### config.mk
export PLATFORM = sky130hd
export DESIGN_NAME = rr_onehot_arbiter
export DESIGN_NICKNAME = d
export VERILOG_FILES = /design/src/rtl/arb_pkg.sv /design/src/rtl/rr_pick.sv /design/src/rtl/rr_onehot_arbiter.sv
export SDC_FILE = /design/constraint.sdc
export NUM_CORES = 1
export LEC_CHECK = 0
export CAP_MARGIN = 20
export CORE_ASPECT_RATIO = 1.4
export CORE_MARGIN = 2
export CORE_UTILIZATION = 50
export DETAILED_ROUTE_END_ITERATION = 8
export PLACE_DENSITY = 0.79
export SLEW_MARGIN = 20
export SYNTH_ARGS = -nofsm -noshare
export SYNTH_HDL_FRONTEND = slang
export SYNTH_HIERARCHICAL = 1
export SYNTH_SLANG_ARGS = --single-unit
### constraint.sdc
create_clock -name clk -period 5.15 [get_ports clk]
set_input_delay 1.2875 -clock clk [delete_from_list [all_inputs] [get_ports clk]]
set_output_delay 1.2875 -clock clk [all_outputs]
set_load 0.01 [all_outputs]
### src/rtl/arb_pkg.sv
// Shared types and constants for the 8-requester round-robin one-hot arbiter.
package arb_pkg;

  localparam int N_REQ  = 8;
  localparam int IDX_W  = 3;
  localparam int HOLD_W = 8;

  typedef enum logic {
    IDLE,
    GRANT
  } state_t;

  // The argument is always zero or one-hot, so OR-ing the set bit indices yields the owner.
  function automatic logic [IDX_W-1:0] onehot_to_idx(input logic [N_REQ-1:0] oh);
    logic [IDX_W-1:0] idx;
    idx = '0;
    for (int i = 0; i < N_REQ; i++) begin
      if (oh[i]) idx = idx | IDX_W'(i);
    end
    return idx;
  endfunction

endpackage

### src/rtl/rr_pick.sv
// Combinational round-robin picker: rotate right by ptr, isolate the lowest set bit, rotate back.
module rr_pick
  import arb_pkg::*;
(
  input  logic [N_REQ-1:0] req,
  input  logic [N_REQ-1:0] mask,
  input  logic [IDX_W-1:0] ptr,
  output logic [N_REQ-1:0] onehot,
  output logic             found
);

  logic [N_REQ-1:0] cand;
  logic [N_REQ-1:0] rot;
  logic [N_REQ-1:0] first;

  assign cand  = req & ~mask;
  assign found = |cand;

  // Index arithmetic is IDX_W bits wide, so the wrap 7->0 falls out of the truncation.
  for (genvar gi = 0; gi < N_REQ; gi++) begin : g_rot
    assign rot[gi]    = cand[IDX_W'(gi) + ptr];
    assign onehot[gi] = first[IDX_W'(gi) - ptr];
  end

  assign first = rot & (~rot + N_REQ'(1));

endmodule

### src/rtl/rr_onehot_arbiter.sv
// Round-robin arbiter with a registered one-hot grant and zero-bubble handoff.
// Optional tenure limit enabled by defining ARB_HOLD_LIMIT_EN (limit set by MAX_HOLD).
module rr_onehot_arbiter
  import arb_pkg::*;
#(
  parameter int MAX_HOLD = 16
) (
  input  logic             clk,
  input  logic             rst_n,
  input  logic [N_REQ-1:0] req,
  output logic [N_REQ-1:0] grant,
  output logic             grantValid,
  output logic             grantChange
);

  if (MAX_HOLD < 2 || MAX_HOLD > 255) begin : g_max_hold_range
    $error("MAX_HOLD must lie in 2..255");
  end

  state_t           state_reg;
  logic [N_REQ-1:0] grant_reg;
  logic             grant_valid_reg;
  logic             grant_change_reg;
  logic [IDX_W-1:0] ptr_reg;

  logic [IDX_W-1:0] owner_idx;
  logic [IDX_W-1:0] next_ptr;
  logic [IDX_W-1:0] pick_ptr;
  logic [N_REQ-1:0] pick_mask;
  logic [N_REQ-1:0] pick_onehot;
  logic             pick_found;
  logic             owner_active;
  logic             preempt;
  logic             release_now;

  assign owner_idx    = onehot_to_idx(grant_reg);
  assign next_ptr     = owner_idx + IDX_W'(1);
  assign owner_active = (state_reg == GRANT);

  // While a grant is held the picker already looks at the post-release window, so the
  // handoff winner is ready on the same edge the owner lets go.
  assign pick_ptr     = owner_active ? next_ptr : ptr_reg;
  assign pick_mask    = owner_active ? grant_reg : '0;
  assign release_now  = owner_active && (!(|(req & grant_reg)) || preempt);

  rr_pick u_pick (
    .req    (req),
    .mask   (pick_mask),
    .ptr    (pick_ptr),
    .onehot (pick_onehot),
    .found  (pick_found)
  );

`ifdef ARB_HOLD_LIMIT_EN
  localparam logic [HOLD_W-1:0] HOLD_LAST = HOLD_W'(MAX_HOLD - 1);

  logic [HOLD_W-1:0] hold_cnt_reg;

  assign preempt = owner_active && (hold_cnt_reg == HOLD_LAST) && (|(req & ~grant_reg));

  // Saturates at HOLD_LAST so a lone owner is preempted as soon as anyone else asks.
  always_ff @(posedge clk or negedge rst_n) begin
    if (!rst_n) begin
      hold_cnt_reg <= '0;
    end else if (owner_active && !release_now) begin
      if (hold_cnt_reg != HOLD_LAST) hold_cnt_reg <= hold_cnt_reg + HOLD_W'(1);
    end else begin
      hold_cnt_reg <= '0;
    end
  end
`else
  assign preempt = 1'b0;
`endif

  always_ff @(posedge clk or negedge rst_n) begin
    if (!rst_n) begin
      state_reg        <= IDLE;
      grant_reg        <= '0;
      grant_valid_reg  <= 1'b0;
      grant_change_reg <= 1'b0;
      ptr_reg          <= '0;
    end else begin
      grant_change_reg <= 1'b0;
      case (state_reg)
        IDLE: begin
          if (pick_found) begin
            grant_reg        <= pick_onehot;
            grant_valid_reg  <= 1'b1;
            grant_change_reg <= 1'b1;
            state_reg        <= GRANT;
          end
        end
        GRANT: begin
          if (release_now) begin
            ptr_reg <= next_ptr;
            if (pick_found) begin
              grant_reg        <= pick_onehot;
              grant_valid_reg  <= 1'b1;
              grant_change_reg <= 1'b1;
            end else begin
              grant_reg       <= '0;
              grant_valid_reg <= 1'b0;
              state_reg       <= IDLE;
            end
          end
        end
        default: begin
          grant_reg       <= '0;
          grant_valid_reg <= 1'b0;
          state_reg       <= IDLE;
        end
      endcase
    end
  end

  assign grant       = grant_reg;
  assign grantValid  = grant_valid_reg;
  assign grantChange = grant_change_reg;

endmodule

==> results of run 1 <==
## cell families after synthesis
kind of cell	synth area share
AO/OA/AOI/OAI	0.155
XOR/XNOR	0.0248
adder cells (fa/ha/maj)	0.0225
buffers and inverters	0.0413
flip-flops	0.210
multiplexers	0.344
AND/OR/NAND/NOR	0.202
## per-layer routing
layer | up-vias | global-route usage | routed length, microns
met4 | 0 | 0.160 | 239
met1 | 717 | 0.329 | 1720
met3 | 20 | 0.0288 | 199
met5 | - | 0 | 0
li1 | 674 | - | -
met2 | 61 | 0.475 | 2410
## per-stage QoR
step	cell area, sq um	hold slack (ns)	setup slack, ns	util
detailed placement	1860	0.477	0.705	0.589
finish	1910	0.491	0.614	0.607
floorplan	1670	0.457	1.21	-
global route	1910	0.511	0.346	0.607
CTS	1910	0.495	0.668	0.607
global placement	1860	0.467	0.725	0.589
## critical path: cells and delay by family (launching register included)
| kind | cells | cell delay (ns) |
|---|---|---|
| compound gates | 3 | 0.99 |
| xor+xnor | 1 | 0.48 |
| fa+ha+maj | 2 | 0.58 |
| flops | 1 | 0.43 |
| mux | 4 | 1.18 |
| simple gates | 2 | 0.79 |
## cells in the mapped netlist (all sizes together) (2+ instances only)
cell	n	area, sq um
a21o	3	22.5
a21oi	4	20.0
a22o	8	70.1
a22oi	4	30.0
a31oi	2	12.5
and2	8	50.1
buf	3	27.5
clkbuf	7	26.3
dfrtp	14	350
ha	3	37.5
inv	4	15.0
mux2	11	124
mux2i	22	224
mux4	10	225
nand2	13	51.3
nand2b	9	56.3
nand3	3	15.0
nor2	3	11.3
nor2b	9	56.3
nor4	4	25.0
o211ai	5	37.5
or3	3	18.8
xor2	2	32.5
## worst paths after layout
path                       startpoint     endpoint  cells after the start
setup / recovery             grant[6]     grant[3]                     12
hold / removal             grantValid   grantValid                      1
setup reg to reg             grant[6]     grant[3]                     12
hold reg to reg            grantValid   grantValid                      1
max in group asynchronous       rst_n   grantValid                      1
min in group asynchronous       rst_n  grantChange                      1
## area by class of cell
class | instances | area (sq um)
sequential | 14 | 350
fill | 287 | 1240
multi-input combinational | 141 | 1250
tap | 39 | 48.8
timing repair buffer | 20 | 198
clock buffer | 4 | 55.1
inverter | 4 | 15.0
==> results.md, run 1 <==
- The count of warnings emitted by yosys is 6.
- In the layout the commonest cells are sky130_fd_sc_hd__mux2i_1 (21), sky130_fd_sc_hd__clkdlybuf4s50_1 (19), sky130_fd_sc_hd__dfrtp_1 (14).
- The number of global-route vias before repair is 1538.
- For the worst setup path, the data required time is 5.34 ns.
- The number of hold-slack violations in the final timing report was 0.
- In the synthesized netlist the dominant register cell turns out to be sky130_fd_sc_hd__dfrtp_1.
- The count of flip-flops with a built-in enable after synthesis is 0.
- The number of rows in the core area is 24.
- The post-CTS repair timing setup buffer count is 0.
- In this run the vertical extent of the chip is 72.3 microns.
- The post-synthesis cell type count is 43.
- For the worst-skew pair, the clock arrives at the later sink with an insertion delay of 0.25 ns.
- Routability-driven placement finished with a final weighted congestion of 1.00.
- The number of flip-flops under the largest register name is 8.
- The worst setup path is launched from a flip-flop.
- The flow ran to the end, and the final reports show no timing, DRC or antenna violations.
- The maximum clock frequency is 220 MHz.
- The DRC marker count from the first detailed-route iteration is 72.
- The number of nets handed over by synthesis was 182.
- The arrival time reported for the critical path endpoint is 4.72 ns.
- The die width is 52.8 microns.
- The count of final setup violators is 0.
- The maximum count of clock buffers along a single path is 2.
- The max-cap violation count is 0.
- The remaining max-slew budget at the tightest pin is 0.564.
- The average wire per cell in the routed design is 20.6 microns.
- The number of antenna violations at the first check in global routing is 0.
- The area overhead of the layout relative to synthesis is 14.9%.
- The leading cell type in the layout, fill and taps excluded is sky130_fd_sc_hd__mux2i_1.
- The shortest clock period the worst path allows after layout is 4.54 ns.
- Across all register-to-register paths, the minimum setup slack is 0.61 ns.
- In this run the standard cell core region covers 0.00315 sq mm.
- The number of antenna-violating nets in the routed design is 0.
- The netlist area before placement is 0.00167 sq mm.
- Entering global routing, the biggest net connects 22 pins.
- 20 I/O pins were placed.
- The area enclosed by the die boundary is 0.00381 sq mm.
- Counting flops and latches in the post-synthesis netlist gives 14.
- The largest fanout of any net on the critical path is 13.
- The largest stage delay on the critical path is 0.54 ns.
- The final layout contains routed wiring with a total length of 4570 microns.
- The total grt overflow is 0.
- The final sum of negative setup slack is 0 ns.
- The portion of the post-synthesis area used by sequential elements is 0.210.
- The placed instance count is 218.
- Walking the worst path, the cells encountered are or4_1 -> ha_1 -> mux2_1 -> ha_1 -> xor2_2 -> mux4_2 -> or2_0 -> a2111o_1 -> a211oi_2 -> mux2i_1 -> mux2i_1 -> a22o_1.
- The final setup skew is 0.00288 ns.
- In the routed design, unresolved DRC markers number 0.
- The worst setup path is captured at a flip-flop.
- The first global-routing pass estimated 7760 microns of wire.
- The gate count after technology mapping is 169.
- The TritonCTS buffer count is 3.
- The finished layout holds 222 standard cells, fillers aside.
- Buffers inserted to repair hold after CTS numbered 0.
- For this run, the total global-route usage over all layers was measured as 0.277.
- The clock tree from TritonCTS is done.
- The first TritonRoute pass finished after 4 iterations.
- In this run, post-CTS repair resized a total of 0 instances.
- The max-slew violation count came to 0.
- After legalization and detailed placement, the total HPWL measured 3640 microns.
- Setup repair after global routing left no endpoint under its margin.
- After the last flow step, the layout net total stands at 197.
- In this run the clock root is driven by a sky130_fd_sc_hd__clkbuf_8.
- The type of the most critical hold path is reg -> reg.
- The routed layout has 1472 vias.
- For this configuration, the core starts out at a cell density of 0.528.
- The final antenna diode count is 0.
- The critical path class is reg -> reg.
- In the finished design, the share of the clock period the worst path needs comes to 0.881.
- Dividing the detail-routed via count by the number of cells gives 6.63.
- The mean cell area of the mapped netlist is 9.85 sq um.
- At the pin with the least slew margin, the transition time is 0.652 ns.
- In the final layout, the share of cells above drive strength 1 is 0.158.
- On the critical path, the stage with the largest delay is an instance of sky130_fd_sc_hd__or4_1.
- The count of clock tree sinks is 14.
- For this run, asynchronously set or reset flops after synthesis account for 1.00.
- The clock-pin slew reported for the worst setup and hold paths after clock tree synthesis is 0.06 ns.
- Input and output buffers added on the ports amount to 19.
- The number of levels in the clock H-tree is 1.
Power of run 1 is left out: the tool's default activity adds up to more than one toggle a clock period on the data nets, which glitch-free logic cannot reach.
==> run 2: changes to the inputs <==
- SLEW_MARGIN: 20 -> 15
==> results of run 2 <==
The final DEF is identical to that of run 1; final timing and power are the same.
Power of run 2 is left out for the same reason.
==> run 3: changes to the inputs <==
- ABC_CLOCK_PERIOD_IN_PS: not set -> 5150
- SKIP_CTS_REPAIR_TIMING: not set -> 1
==> results of run 3 <==
The final DEF is identical to that of run 1; final timing and power are the same.
Power of run 3 is left out for the same reason.
